<file path="config.mk">
export PLATFORM = sky130hd
export DESIGN_NAME = dds_wave_gen
export DESIGN_NICKNAME = d
export VERILOG_FILES = /design/src/rtl/dds_wave_gen.sv
export SDC_FILE = /design/constraint.sdc
export NUM_CORES = 1
export LEC_CHECK = 0
export CAP_MARGIN = 25
export CORE_ASPECT_RATIO = 1.5
export CORE_MARGIN = 3
export CORE_UTILIZATION = 51
export DETAILED_ROUTE_END_ITERATION = 12
export PLACE_DENSITY_LB_ADDON = 0.15
export SLEW_MARGIN = 25
export SYNTH_ARGS = -nofsm -noshare
export SYNTH_HDL_FRONTEND = slang
export SYNTH_SLANG_ARGS = --single-unit
</file>
<file path="constraint.sdc">
create_clock -name clkin -period 4.8 [get_ports clkin]
set_input_delay 0.96 -clock clkin [delete_from_list [all_inputs] [get_ports clkin]]
set_output_delay 0.96 -clock clkin [all_outputs]
set_load 0.02 [all_outputs]
</file>
<file path="src/rtl/dds_wave_gen.sv">
// dds_wave_gen: direct-digital-synthesis waveform generator with line/frame framing.
//
// Ports:
//   clkin      in   pixel clock, sole clock
//   rst_n      in   synchronous active-low reset
//   en         in   advance enable; low freezes accumulator, counters, pipe, outputs
//   mode       in   2-bit wave select: 0 sine, 1 square, 2 triangle, 3 sawtooth
//   ftw        in   frequency tuning word (PHASE_W)
//   phase_ofs  in   phase offset added after the accumulator (PHASE_W)
//   cfg_ld     in   strobe: capture ftw/phase_ofs/mode into pending registers
//   sin_x      out  sample, offset binary (OUT_W); mid-scale outside active cycles
//   hsync      out  high during active cycles of an active line
//   vsync      out  high during active lines of a frame
//
// Pipeline: stage 1 phase add, stage 2 quarter-wave ROM read, stage 3 wave select.
// Sync flags travel with the samples, so sin_x/hsync/vsync are exactly aligned.

module dds_wave_gen #(
  parameter int unsigned PHASE_W  = 24,
  parameter int unsigned LUT_AW   = 8,
  parameter int unsigned OUT_W    = 12,
  parameter int unsigned H_ACTIVE = 640,
  parameter int unsigned H_BLANK  = 160,
  parameter int unsigned V_ACTIVE = 480,
  parameter int unsigned V_BLANK  = 45
) (
  input  logic               clkin,
  input  logic               rst_n,
  input  logic               en,
  input  logic [1:0]         mode,
  input  logic [PHASE_W-1:0] ftw,
  input  logic [PHASE_W-1:0] phase_ofs,
  input  logic               cfg_ld,
  output logic [OUT_W-1:0]   sin_x,
  output logic               hsync,
  output logic               vsync
);

  typedef enum logic [1:0] {
    WAVE_SINE   = 2'd0,
    WAVE_SQUARE = 2'd1,
    WAVE_TRI    = 2'd2,
    WAVE_SAW    = 2'd3
  } wave_e;

  localparam int unsigned H_TOT = H_ACTIVE + H_BLANK;
  localparam int unsigned V_TOT = V_ACTIVE + V_BLANK;
  localparam int unsigned HC_W  = $clog2(H_TOT);
  localparam int unsigned VC_W  = $clog2(V_TOT);
  // Only the top phase bits are needed past stage 1: quadrant + ROM index, or
  // the OUT_W+1 bits used by triangle/sawtooth, whichever is wider.
  localparam int unsigned P1_W  = (OUT_W + 1 > LUT_AW + 2) ? OUT_W + 1 : LUT_AW + 2;
  localparam int unsigned ROM_N = 2 ** LUT_AW;
  localparam int unsigned AMP   = 2 ** (OUT_W - 1) - 1;
  localparam logic [OUT_W-1:0] MID = OUT_W'(2 ** (OUT_W - 1));
  localparam real PI = 3.14159265358979323846;

  // Quarter-wave sine ROM, sampled at bin centres.
  logic [OUT_W-2:0] w_rom [ROM_N];

  for (genvar k = 0; k < ROM_N; k++) begin : g_rom
    localparam real ANG = 2.0 * PI * (real'(k) + 0.5) / real'(2 ** (LUT_AW + 2));
    localparam int unsigned VAL = $rtoi(real'(AMP) * $sin(ANG) + 0.5);
    assign w_rom[k] = (OUT_W-1)'(VAL);
  end

  // Configuration
  logic [PHASE_W-1:0] r_ftw_pend, r_ofs_pend, r_ftw_act, r_ofs_act;
  wave_e              r_mode_pend, r_mode_act;
  logic [PHASE_W-1:0] w_ftw_eff, w_ofs_eff;
  wave_e              w_mode_eff;
  logic               w_line_start;

  // Framing and accumulator
  logic [HC_W-1:0]    r_h_cnt;
  logic [VC_W-1:0]    r_v_cnt;
  logic               w_h_last, w_v_last, w_hs_raw, w_vs_raw;
  logic [PHASE_W-1:0] r_acc;

  // Pipeline
  logic [P1_W-1:0]    w_p1;
  logic [P1_W-1:0]    r_p1;
  wave_e              r_mode1, r_mode2;
  logic               r_hs1, r_vs1, r_hs2, r_vs2, r_hs3, r_vs3;
  logic [LUT_AW-1:0]  w_idx, w_addr;
  logic [OUT_W-2:0]   r_lut;
  logic [OUT_W:0]     r_p2;
  logic [OUT_W-1:0]   w_wave, r_sin;

  assign w_line_start = en && (r_h_cnt == '0);

  // The line-start commit is bypassed straight into this cycle's accumulator
  // step and phase add, so a new config shows up exactly 3 cycles after h_cnt=0.
  always_comb begin
    w_ftw_eff  = r_ftw_act;
    w_ofs_eff  = r_ofs_act;
    w_mode_eff = r_mode_act;
    if (w_line_start) begin
      if (cfg_ld) begin
        w_ftw_eff  = ftw;
        w_ofs_eff  = phase_ofs;
        w_mode_eff = wave_e'(mode);
      end else begin
        w_ftw_eff  = r_ftw_pend;
        w_ofs_eff  = r_ofs_pend;
        w_mode_eff = r_mode_pend;
      end
    end
  end

  // Pending registers load regardless of en.
  always_ff @(posedge clkin) begin
    if (!rst_n) begin
      r_ftw_pend  <= '0;
      r_ofs_pend  <= '0;
      r_mode_pend <= WAVE_SINE;
    end else if (cfg_ld) begin
      r_ftw_pend  <= ftw;
      r_ofs_pend  <= phase_ofs;
      r_mode_pend <= wave_e'(mode);
    end
  end

  assign w_h_last = (r_h_cnt == HC_W'(H_TOT - 1));
  assign w_v_last = (r_v_cnt == VC_W'(V_TOT - 1));
  assign w_vs_raw = (r_v_cnt < VC_W'(V_ACTIVE));
  assign w_hs_raw = (r_h_cnt < HC_W'(H_ACTIVE)) && w_vs_raw;

  assign w_p1   = P1_W'((r_acc + w_ofs_eff) >> (PHASE_W - P1_W));
  assign w_idx  = r_p1[P1_W-3 -: LUT_AW];
  // Odd quadrants read the table mirrored.
  assign w_addr = r_p1[P1_W-2] ? ~w_idx : w_idx;

  always_comb begin
    w_wave = MID;
    unique case (r_mode2)
      WAVE_SINE:   w_wave = r_p2[OUT_W] ? (MID - {1'b0, r_lut}) : (MID + {1'b0, r_lut});
      WAVE_SQUARE: w_wave = r_p2[OUT_W] ? OUT_W'(1) : '1;
      WAVE_TRI:    w_wave = r_p2[OUT_W] ? ~r_p2[OUT_W-1:0] : r_p2[OUT_W-1:0];
      WAVE_SAW:    w_wave = r_p2[OUT_W -: OUT_W];
      default:     w_wave = MID;
    endcase
  end

  always_ff @(posedge clkin) begin
    if (!rst_n) begin
      r_ftw_act  <= '0;
      r_ofs_act  <= '0;
      r_mode_act <= WAVE_SINE;
      r_acc      <= '0;
      r_h_cnt    <= '0;
      r_v_cnt    <= '0;
      r_p1       <= '0;
      r_mode1    <= WAVE_SINE;
      r_hs1      <= 1'b0;
      r_vs1      <= 1'b0;
      r_lut      <= '0;
      r_p2       <= '0;
      r_mode2    <= WAVE_SINE;
      r_hs2      <= 1'b0;
      r_vs2      <= 1'b0;
      r_sin      <= MID;
      r_hs3      <= 1'b0;
      r_vs3      <= 1'b0;
    end else if (en) begin
      if (w_line_start) begin
        r_ftw_act  <= w_ftw_eff;
        r_ofs_act  <= w_ofs_eff;
        r_mode_act <= w_mode_eff;
      end
      r_acc <= r_acc + w_ftw_eff;

      if (w_h_last) begin
        r_h_cnt <= '0;
        r_v_cnt <= w_v_last ? '0 : r_v_cnt + 1'b1;
      end else begin
        r_h_cnt <= r_h_cnt + 1'b1;
      end

      r_p1    <= w_p1;
      r_mode1 <= w_mode_eff;
      r_hs1   <= w_hs_raw;
      r_vs1   <= w_vs_raw;

      r_lut   <= w_rom[w_addr];
      r_p2    <= r_p1[P1_W-1 -: OUT_W+1];
      r_mode2 <= r_mode1;
      r_hs2   <= r_hs1;
      r_vs2   <= r_vs1;

      r_sin   <= r_hs2 ? w_wave : MID;
      r_hs3   <= r_hs2;
      r_vs3   <= r_vs2;
    end
  end

  assign sin_x = r_sin;
  assign hsync = r_hs3;
  assign vsync = r_vs3;

endmodule

</file>
==> results.cfg <==
[status]
outcome = complete, no violations

[synth]
synth_edf_count = 0
synth_compound_area_share_pct = 27.2
syn_area_mm2 = 0.0139
synth_nets = 1996
synthFlopType = dfxtp_1
ys_warn_count = 0
synth.distinct_cells = 80
ys_seq_elements = 203
synth_top_family_by_area = compound AO/OA/AOI/OAI gates
synth_area_per_cell_um2 = 7.41
syn_inst = 1877
synth_xor_area_share_pct = 4.47
yosys.area_share.simple_pct = 21.0
yosysSeqAreaShare_pct = 29.2
synthMuxAreaShare_pct = 6.84
async_flop_share_pct = 0
synthAdderAreaFrac_pct = 5.90

[worst_hold_path]
hold_class = flip-flop to flip-flop
hp-start = r_hs1$_SDFFE_PN0P_

[clock_tree]
path_clk_slew_ns = 0.07
post_cts_buffers = 0
cts_buffers = 20
numClockSinks = 203
clk_latency_ns = 0.51
cts_root_buf = clkbuf_16
clockBufferDepth = 3
cts_resized = 0
ctsHoldBuffers = 0
cts_tree = yes
htreeDepth = 1

[global_routing]
grt_max_degree = 72
grtUsageTotal_pct = 33.7
grt_pass1_vias = 13808
grt_pass1_wl_mm = 78.3
grt_antenna_before_repair = 0
overflow = 0

[route]
route.detailed.drc = 0
vias_per_cell = 6.43
drt_iter0_drc = 1313
drt_wl_total_mm = 50.9
ant_nets = 0
wl_per_cell_um = 23.0
via_count = 14260
first_pass_iters = 6

[sta]
hold_viol_final = 0
timing.final.crit_share_pct = 85.2
slew_viol_final = 0
fin_crit_ns = 4.09
tightest_slew_ns = 1.05
finalSetupTns_ns = 0
timing.fmax_mhz = 245
setup_viol = 0
relSlewSlack_pct = 29.8
rsz0062_at_grt = no
skew_ns = 0.0141
hold_ws_ns = 0.463

[setup_path]
start_kind = flip-flop
crit_fanout = 19
cp.arrival_ns = 4.47
cp.required_ns = 5.18
reg2reg_from = r_h_cnt[9]$_SDFFE_PN0P_
startpoint = r_h_cnt[9]$_SDFFE_PN0P_
worstSetupPathType = flip-flop to flip-flop
cp-end-kind = flip-flop

[power]
leakage_nw = 6.32
ir_worst_vdd_mv = 0.329
power.density_mw_per_mm2 = 370

[floorplanning]
io-pin-count = 68
core_mm2 = 0.0267
floorplan.rows = 73
start_util_pct = 52.2
die_y_um = 208
fp.dieArea_mm2 = 0.0293
dieWidth_um = 141

[finish]
antennaDiodeCount = 0
nets = 1989
drive_gt1_share_pct = 6.65
area_delta_synth_final_pct = 12.3

[place]
dp_hpwl_mm = 36.4
finalWeightedCongestion = 1.05
portBuffers = 67

[job]
maxCapViolations = 0
## routing by layer
layer	GRT usage (%)	vias to the layer above	wire length [µm]
met2	58.3	661	25000
met4	25.2	0	4610
met5	0	-	0
li1	-	6731	-
met3	6.05	230	3400
met1	36.0	6638	17900
## worst max-delay path, stage by stage, from the launching register on
cell       delay [ns]
dfxtp_1          0.34
nor3_1           0.50
nand3_4          0.31
o21ai_0          0.30
ha_1             0.22
inv_1            0.05
fa_1             0.38
nor2b_1          0.18
o21a_1           0.15
o21ai_1          0.11
a2111oi_0        0.49
nor2_1           0.20
o31ai_1          0.26
buf_4            0.17
a31oi_1          0.09
xor2_1           0.15
o21ai_1          0.07
## cells in the final DEF (no fill, tap or decap), types with 16 or more instances in the layout
| cell type | instances |
|---|---|
| nor2_1 | 229 |
| nand2_1 | 214 |
| dfxtp_1 | 200 |
| o21ai_0 | 167 |
| a21oi_1 | 156 |
| mux2i_1 | 94 |
| ha_1 | 64 |
| clkdlybuf4s50_1 | 64 |
| buf_4 | 56 |
| and2_1 | 50 |
| nand3_1 | 38 |
| nor3_1 | 35 |
| a31oi_1 | 35 |
| inv_1 | 32 |
| xor2_1 | 32 |
| xnor2_1 | 32 |
| o211ai_1 | 29 |
| a211oi_1 | 26 |
| a21o_1 | 24 |
| o22ai_1 | 24 |
| clkbuf_16 | 21 |
| nor2b_1 | 17 |
| a221oi_1 | 16 |
## where the power goes
| part | switching, mW | internal [mW] |
|---|---|---|
| Clock | 0.658 | 1.00 |
| Sequential | 0.0944 | 1.80 |
| Combinational | 1.49 | 0.752 |
## metrics by stage
stage / setup slack [ns] / utilization [%] / cell area (µm²) / instances / power [mW]
floorplan: 0.0961 / - / 13900 / 1877 / 3.31
global placement: 0.280 / 56.0 / 14900 / 2185 / 4.05
detailed placement: 0.212 / 56.0 / 14900 / 2185 / 4.06
CTS: 0.666 / 58.6 / 15600 / 2217 / 5.73
global route: 0.376 / 58.6 / 15600 / 2217 / 6.04
finish: 0.712 / 58.6 / 15600 / 2217 / 5.79
## sequential cells by signal, summed over array words and instances (netlist names), 2 cells and up
| name | flops |
|---|---|
| r_acc | 24 |
| r_ftw_act | 24 |
| r_ftw_pend | 24 |
| r_h_cnt | 10 |
| r_lut | 11 |
| r_mode1 | 2 |
| r_mode2 | 2 |
| r_mode_act | 2 |
| r_mode_pend | 2 |
| r_ofs_act | 24 |
| r_ofs_pend | 24 |
| r_p1 | 13 |
| r_p2 | 13 |
| r_v_cnt | 10 |
| sin_x | 12 |
## worst paths after layout
check                            to  slack, ns  cells after the start
min reg2reg      r_hs1$_SDFFE_PN0P_       0.46                      2
max          r_acc[20]$_SDFFE_PN0P_       0.71                     16
min              r_hs1$_SDFFE_PN0P_       0.46                      2
max reg2reg  r_acc[20]$_SDFFE_PN0P_       0.71                     16
## Yosys cell counts, types with 35 or more instances
library cell | n | area (µm²)
a31oi_1 | 35 | 219
and2_1 | 50 | 313
mux2i_1 | 94 | 941
nor3_1 | 35 | 175
ha_1 | 64 | 801
clkbuf_1 | 104 | 390
a21oi_1 | 156 | 781
xnor2_1 | 37 | 324
o21ai_0 | 167 | 836
nor2_1 | 229 | 860
dfxtp_1 | 203 | 4060
nand3_1 | 39 | 195
nand2_1 | 214 | 803
## final cells by class
cell class / count / area, µm²
fill: 2493 / 11000
tap: 337 / 422
clock buffer: 26 / 574
multi-input combinational: 1483 / 9180
sequential: 203 / 4070
inverter: 37 / 141
clock inverter: 6 / 111
timing repair buffer: 125 / 1130
## logic make-up (layout without fill, tap and decap cells)
kind of cell / after synthesis / count (layout)
AND/OR/NAND/NOR: 653 / 653
AO/OA/AOI/OAI: 599 / 599
flip-flops: 203 / 203
buffers and inverters: 191 / 194
multiplexers: 95 / 95
XOR/XNOR: 71 / 71
adder cells (fa/ha/maj): 65 / 65
Note: power is estimated with default switching activity, not from simulation.
